==> src/rtl/access_ctrl_regfile.sv <==
// Register file with per-register owner policy and lockout after repeated denials.
// The admin identifier programs owners and is the only issuer that can unlock.
module access_ctrl_regfile #(
    parameter int              DATA_W    = 8,
    parameter int              ID_W      = 3,
    parameter int              NUM_REGS  = 4,
    parameter logic [ID_W-1:0] ADMIN_ID  = ID_W'(4),
    parameter int              MAX_FAILS = 3,
    localparam int             ADDR_W    = $clog2(NUM_REGS)
) (
    input  logic              clk,
    input  logic              rst,
    input  logic              req_valid,
    input  logic              req_we,
    input  logic [ADDR_W-1:0] req_addr,
    input  logic [ID_W-1:0]   req_id,
    input  logic [DATA_W-1:0] req_wdata,
    input  logic              cfg_valid,
    input  logic [ID_W-1:0]   cfg_id,
    input  logic [ADDR_W-1:0] cfg_addr,
    input  logic [ID_W-1:0]   cfg_allow_id,
    input  logic              cfg_unlock,
    output logic              rsp_valid,
    output logic              rsp_ok,
    output logic [DATA_W-1:0] rsp_rdata,
    output logic              locked
);

    localparam int CNT_W = $clog2(MAX_FAILS + 1);

    typedef enum logic {
        OPEN,
        LOCKED
    } state_t;

    state_t             state;
    state_t             state_nxt;
    logic [CNT_W-1:0]   fail_cnt;
    logic [CNT_W-1:0]   fail_nxt;
    logic [DATA_W-1:0]  regs   [NUM_REGS];
    logic [ID_W-1:0]    policy [NUM_REGS];

    logic id_hit;
    logic grant;
    logic cfg_admin;

    assign locked    = (state == LOCKED);
    assign id_hit    = (req_id == policy[req_addr]) || (req_id == ADMIN_ID);
    assign grant     = req_valid && (state == OPEN) && id_hit;
    assign cfg_admin = cfg_valid && (cfg_id == ADMIN_ID);

    always_ff @(posedge clk or posedge rst) begin
        if (rst) begin
            for (int i = 0; i < NUM_REGS; i++) begin
                regs[i]   <= '0;
                policy[i] <= ADMIN_ID;
            end
        end else begin
            if (grant && req_we) begin
                regs[req_addr] <= req_wdata;
            end
            if (cfg_admin && !cfg_unlock) begin
                policy[cfg_addr] <= cfg_allow_id;
            end
        end
    end

    // Read data is the pre-write value; denied or write responses carry zero.
    always_ff @(posedge clk or posedge rst) begin
        if (rst) begin
            rsp_valid <= 1'b0;
            rsp_ok    <= 1'b0;
            rsp_rdata <= '0;
        end else begin
            rsp_valid <= req_valid;
            rsp_ok    <= grant;
            rsp_rdata <= (grant && !req_we) ? regs[req_addr] : '0;
        end
    end

    always_ff @(posedge clk or posedge rst) begin
        if (rst) begin
            state    <= OPEN;
            fail_cnt <= '0;
        end else begin
            state    <= state_nxt;
            fail_cnt <= fail_nxt;
        end
    end

    // An admin unlock overrides whatever the same-cycle request would do.
    always_comb begin
        state_nxt = state;
        fail_nxt  = fail_cnt;
        if (req_valid && state == OPEN) begin
            if (grant) begin
                fail_nxt = '0;
            end else if (fail_cnt == CNT_W'(MAX_FAILS - 1)) begin
                fail_nxt  = CNT_W'(MAX_FAILS);
                state_nxt = LOCKED;
            end else begin
                fail_nxt = fail_cnt + 1'b1;
            end
        end
        if (cfg_admin && cfg_unlock) begin
            state_nxt = OPEN;
            fail_nxt  = '0;
        end
    end

endmodule

==> config.mk <==
export PLATFORM = sky130hd
export DESIGN_NAME = access_ctrl_regfile
export DESIGN_NICKNAME = d
export VERILOG_FILES = /design/src/rtl/access_ctrl_regfile.sv
export SDC_FILE = /design/constraint.sdc
export NUM_CORES = 1
export LEC_CHECK = 0
export CAP_MARGIN = 20
export CORE_ASPECT_RATIO = 2
export CORE_MARGIN = 3
export CORE_UTILIZATION = 30
export DETAILED_ROUTE_END_ITERATION = 12
export GPL_ROUTABILITY_DRIVEN = 0
export MAX_ROUTING_LAYER = met4
export PLACE_DENSITY_LB_ADDON = 0.12
export SLEW_MARGIN = 15
export SYNTH_ARGS = -nofsm -noshare
export SYNTH_HDL_FRONTEND = slang
export SYNTH_SLANG_ARGS = --single-unit
==> constraint.sdc <==
create_clock -name clk -period 7.3 [get_ports clk]
set_input_delay 1.46 -clock clk [delete_from_list [all_inputs] [get_ports clk]]
set_output_delay 1.46 -clock clk [all_outputs]
set_load 0.05 [all_outputs]
==> reports/metrics.yaml <==
vias_in_the_first_global_route: 1850
dr_total_vias: 1688
synth.yosys.seq_area_share: 0.5277
route.detailed.drc: 0
crit_chain: "clkdlybuf4s50_1 > mux4_2 > nor4b_2 > nor4_4 > a2111oi_4 > mux2_2"
finalNonFillerCells: 325
totalWireLength_mm: 6.134
layout.core_utilization: 0.3958
post_drt_wl_per_cell_um: 18.87
setup_violations: 0
fin_area_um2: 3447
syn_nets: 208
dpl-instance-area_um2: 3151
die_width_um: 73.24
area_delta_synth_final_pct: 27.08
synth.distinct_cells: 39
cts_num_sinks: 57
holdPathStages: 1
ir_drop_worst_vdd_mv: 0.1234
netlist.top_cell.by_area: "sky130_fd_sc_hd__dfrtp_1"
synth_seq_cells: 57
synth_area_leaders: "sky130_fd_sc_hd__dfrtp_1 49%, sky130_fd_sc_hd__mux2_2 18%, sky130_fd_sc_hd__mux4_2 8.3%, sky130_fd_sc_hd__dfstp_2 3.9%, sky130_fd_sc_hd__nor4b_1 2.6%"
cp-end-kind: "register"
number_of_cells_traversed_by_the_worst_register_to_register_path: 5
max_freq_mhz: 212.9
setup_total_negative_slack_ps: 0
max_stage_delay_ps: 1140
firstDrtPassIters: 4
layout.nets: 248
timing.final.max_slew_violations: 0
power.leakage_nw: 1.434
antenna_found_initial: 0
post-route-worst-setup-slack_ps: 2603
syn-instance-count: 180
grt_overflow_total: 0
rsz0062_at_grt: "false"
critical_path_type: "in2reg"
cts.root.buffer_cell: "sky130_fd_sc_hd__clkbuf_16"
hpwl_mm: 4.338
maximum_number_of_pins_on_one_net_before_global_route_repair: 58
required_ps: 7500
post_cts_buffers: 0
grt_pass1_wl_mm: 9.908
placed_cell_count: 309
num_rows: 48
post_cts_hold_buffer_count: 0
clock_skew_ps: 5.131
core-area_um2: 8708
quantity_of_i_o_buffers_inserted_on_ports: 37
timing.hold.worst.class: "reg2reg"
cts_inserted_buffers: 9
dpl_worst_slack_ps: 2176
post_synth.cell_area_avg_um2: 15.07
avgViaCountPerCell: 5.194
maxSlewHeadroom: 0.3245
cpMaxStageDelayCell: "sky130_fd_sc_hd__clkdlybuf4s50_1"
layout_cells_sized_above_1: 0.3956
synthesis.yosys.warnings: 0
io-pin-count: 38
timing_worst_slew_pin_value_ps: 1010
dieHeight_um: 140.5
cts.clk_slew.worst_paths_ps: 50
whs_ps: 500.1
cts_buffer_depth: 2
setup.worst_path.start_class: "primary input"
path_max_fanout: 15
synth_area_um2: 2713
drt_first_iter_violations: 71
fp.dieArea_um2: 10290
yosysTopAreaCellShare: 0.4889
synth_enable_flop_cells: 0
max_cap_violations: 0
synthArstFlopShare: 1.000
power.total_mw: 1.090
htree_num_levels: 3
run_status: "complete, no violations"
final_period_minus_worst_setup_slack_ps: 4697
ys.flop_type: "sky130_fd_sc_hd__dfrtp_1"
tritoncts: "done"
final_hold_viol_count: 0
global_route.usage.total: 0.1358
post_route_clock_period_utilization: 0.6435
antenna_left: 0
antenna_cells_inserted: 0
clock_insertion_delay_worst_skew_ps: 320
power_density_nw_per_um2: 316.2
worstPathArrival_ps: 4900
ctsResizeCount: 0
floorplan.initialDensity: 0.3115
-- power breakdown --
| part | internal, mW | total (mW) | leakage, nW | switching [mW] |
|---|---|---|---|---|
| logic | 0.131 | 0.227 | 0.551 | 0.0955 |
| registers | 0.404 | 0.448 | 0.735 | 0.0442 |
| clock network | 0.270 | 0.415 | 0.148 | 0.145 |
-- synthesized netlist by cell type, types with 2 or more instances --
master and count:
sky130_fd_sc_hd__buf_6 4, sky130_fd_sc_hd__mux2_2 44, sky130_fd_sc_hd__nand4b_1 4, sky130_fd_sc_hd__dfstp_2 4
sky130_fd_sc_hd__nand3_1 2, sky130_fd_sc_hd__or3b_2 2, sky130_fd_sc_hd__dfrtp_1 53, sky130_fd_sc_hd__nand4_1 2
sky130_fd_sc_hd__clkbuf_1 4, sky130_fd_sc_hd__nor4b_1 8, sky130_fd_sc_hd__a21oi_2 2, sky130_fd_sc_hd__inv_1 2
sky130_fd_sc_hd__nand2_1 7, sky130_fd_sc_hd__mux4_2 10, sky130_fd_sc_hd__nor4b_2 2, sky130_fd_sc_hd__a21oi_1 2
sky130_fd_sc_hd__nor2_1 5, sky130_fd_sc_hd__nor2b_1 2
-- cells by family after synthesis --
logic type               after synthesis  share of synthesized area
buffers and inverters                 11                    0.02675
flip-flops                            57                     0.5277
AO/OA/AOI/OAI                         10                    0.03460
adder cells (fa/ha/maj)                1                   0.004612
multiplexers                          55                     0.2754
AND/OR/NAND/NOR                       46                     0.1310
-- worst paths after layout --
path / start / to / slack, ps
min in group asynchronous: rst / regs[23] / 1660
worst max-delay path: req_addr[0] / regs[30] / 2600
worst min-delay path: regs[18] / regs[18] / 500
worst max register to register: policy[9] / regs[30] / 4640
worst min register to register: regs[18] / regs[18] / 500
max in group asynchronous: rst / regs[1] / 5150
-- flip-flops by register name, indices dropped and copies added, names as in the netlist --
name,count
policy,12
regs,32
rsp_ok,1
rsp_valid,1
fail_cnt,2
rsp_rdata,8
locked,1
-- placed cells by master (no fill, tap or decap), types with 5 or more instances in the layout --
cell type / n
sky130_fd_sc_hd__dfrtp_1: 53
sky130_fd_sc_hd__nand2_1: 7
sky130_fd_sc_hd__mux2_2: 44
sky130_fd_sc_hd__mux4_2: 10
sky130_fd_sc_hd__clkbuf_16: 9
sky130_fd_sc_hd__clkdlybuf4s50_1: 37
sky130_fd_sc_hd__nor2_1: 5
sky130_fd_sc_hd__nor4b_1: 8
-- routing by layer --
layer  part of all wire  track usage
met2               0.56       0.2239
met4              0.021      0.06323
met3              0.041      0.03376
met5                  0            -
met1               0.38       0.1496
-- worst max-delay path: cells and delay by family --
family	cells	cell delay, ps
mux	2	1120
buf+inv	1	1140
compound gates	1	630
simple gates	2	540
-- area by class of cell --
class | instances | area [um2]
multi-input combinational | 112 | 1209
clock buffer | 10 | 239.0
timing repair buffer | 38 | 377.9
inverter | 2 | 7.507
fill | 827 | 5261
sequential | 57 | 1431
clock inverter | 6 | 57.56
tap | 100 | 125.1
Power figures use the tool's default switching activity.
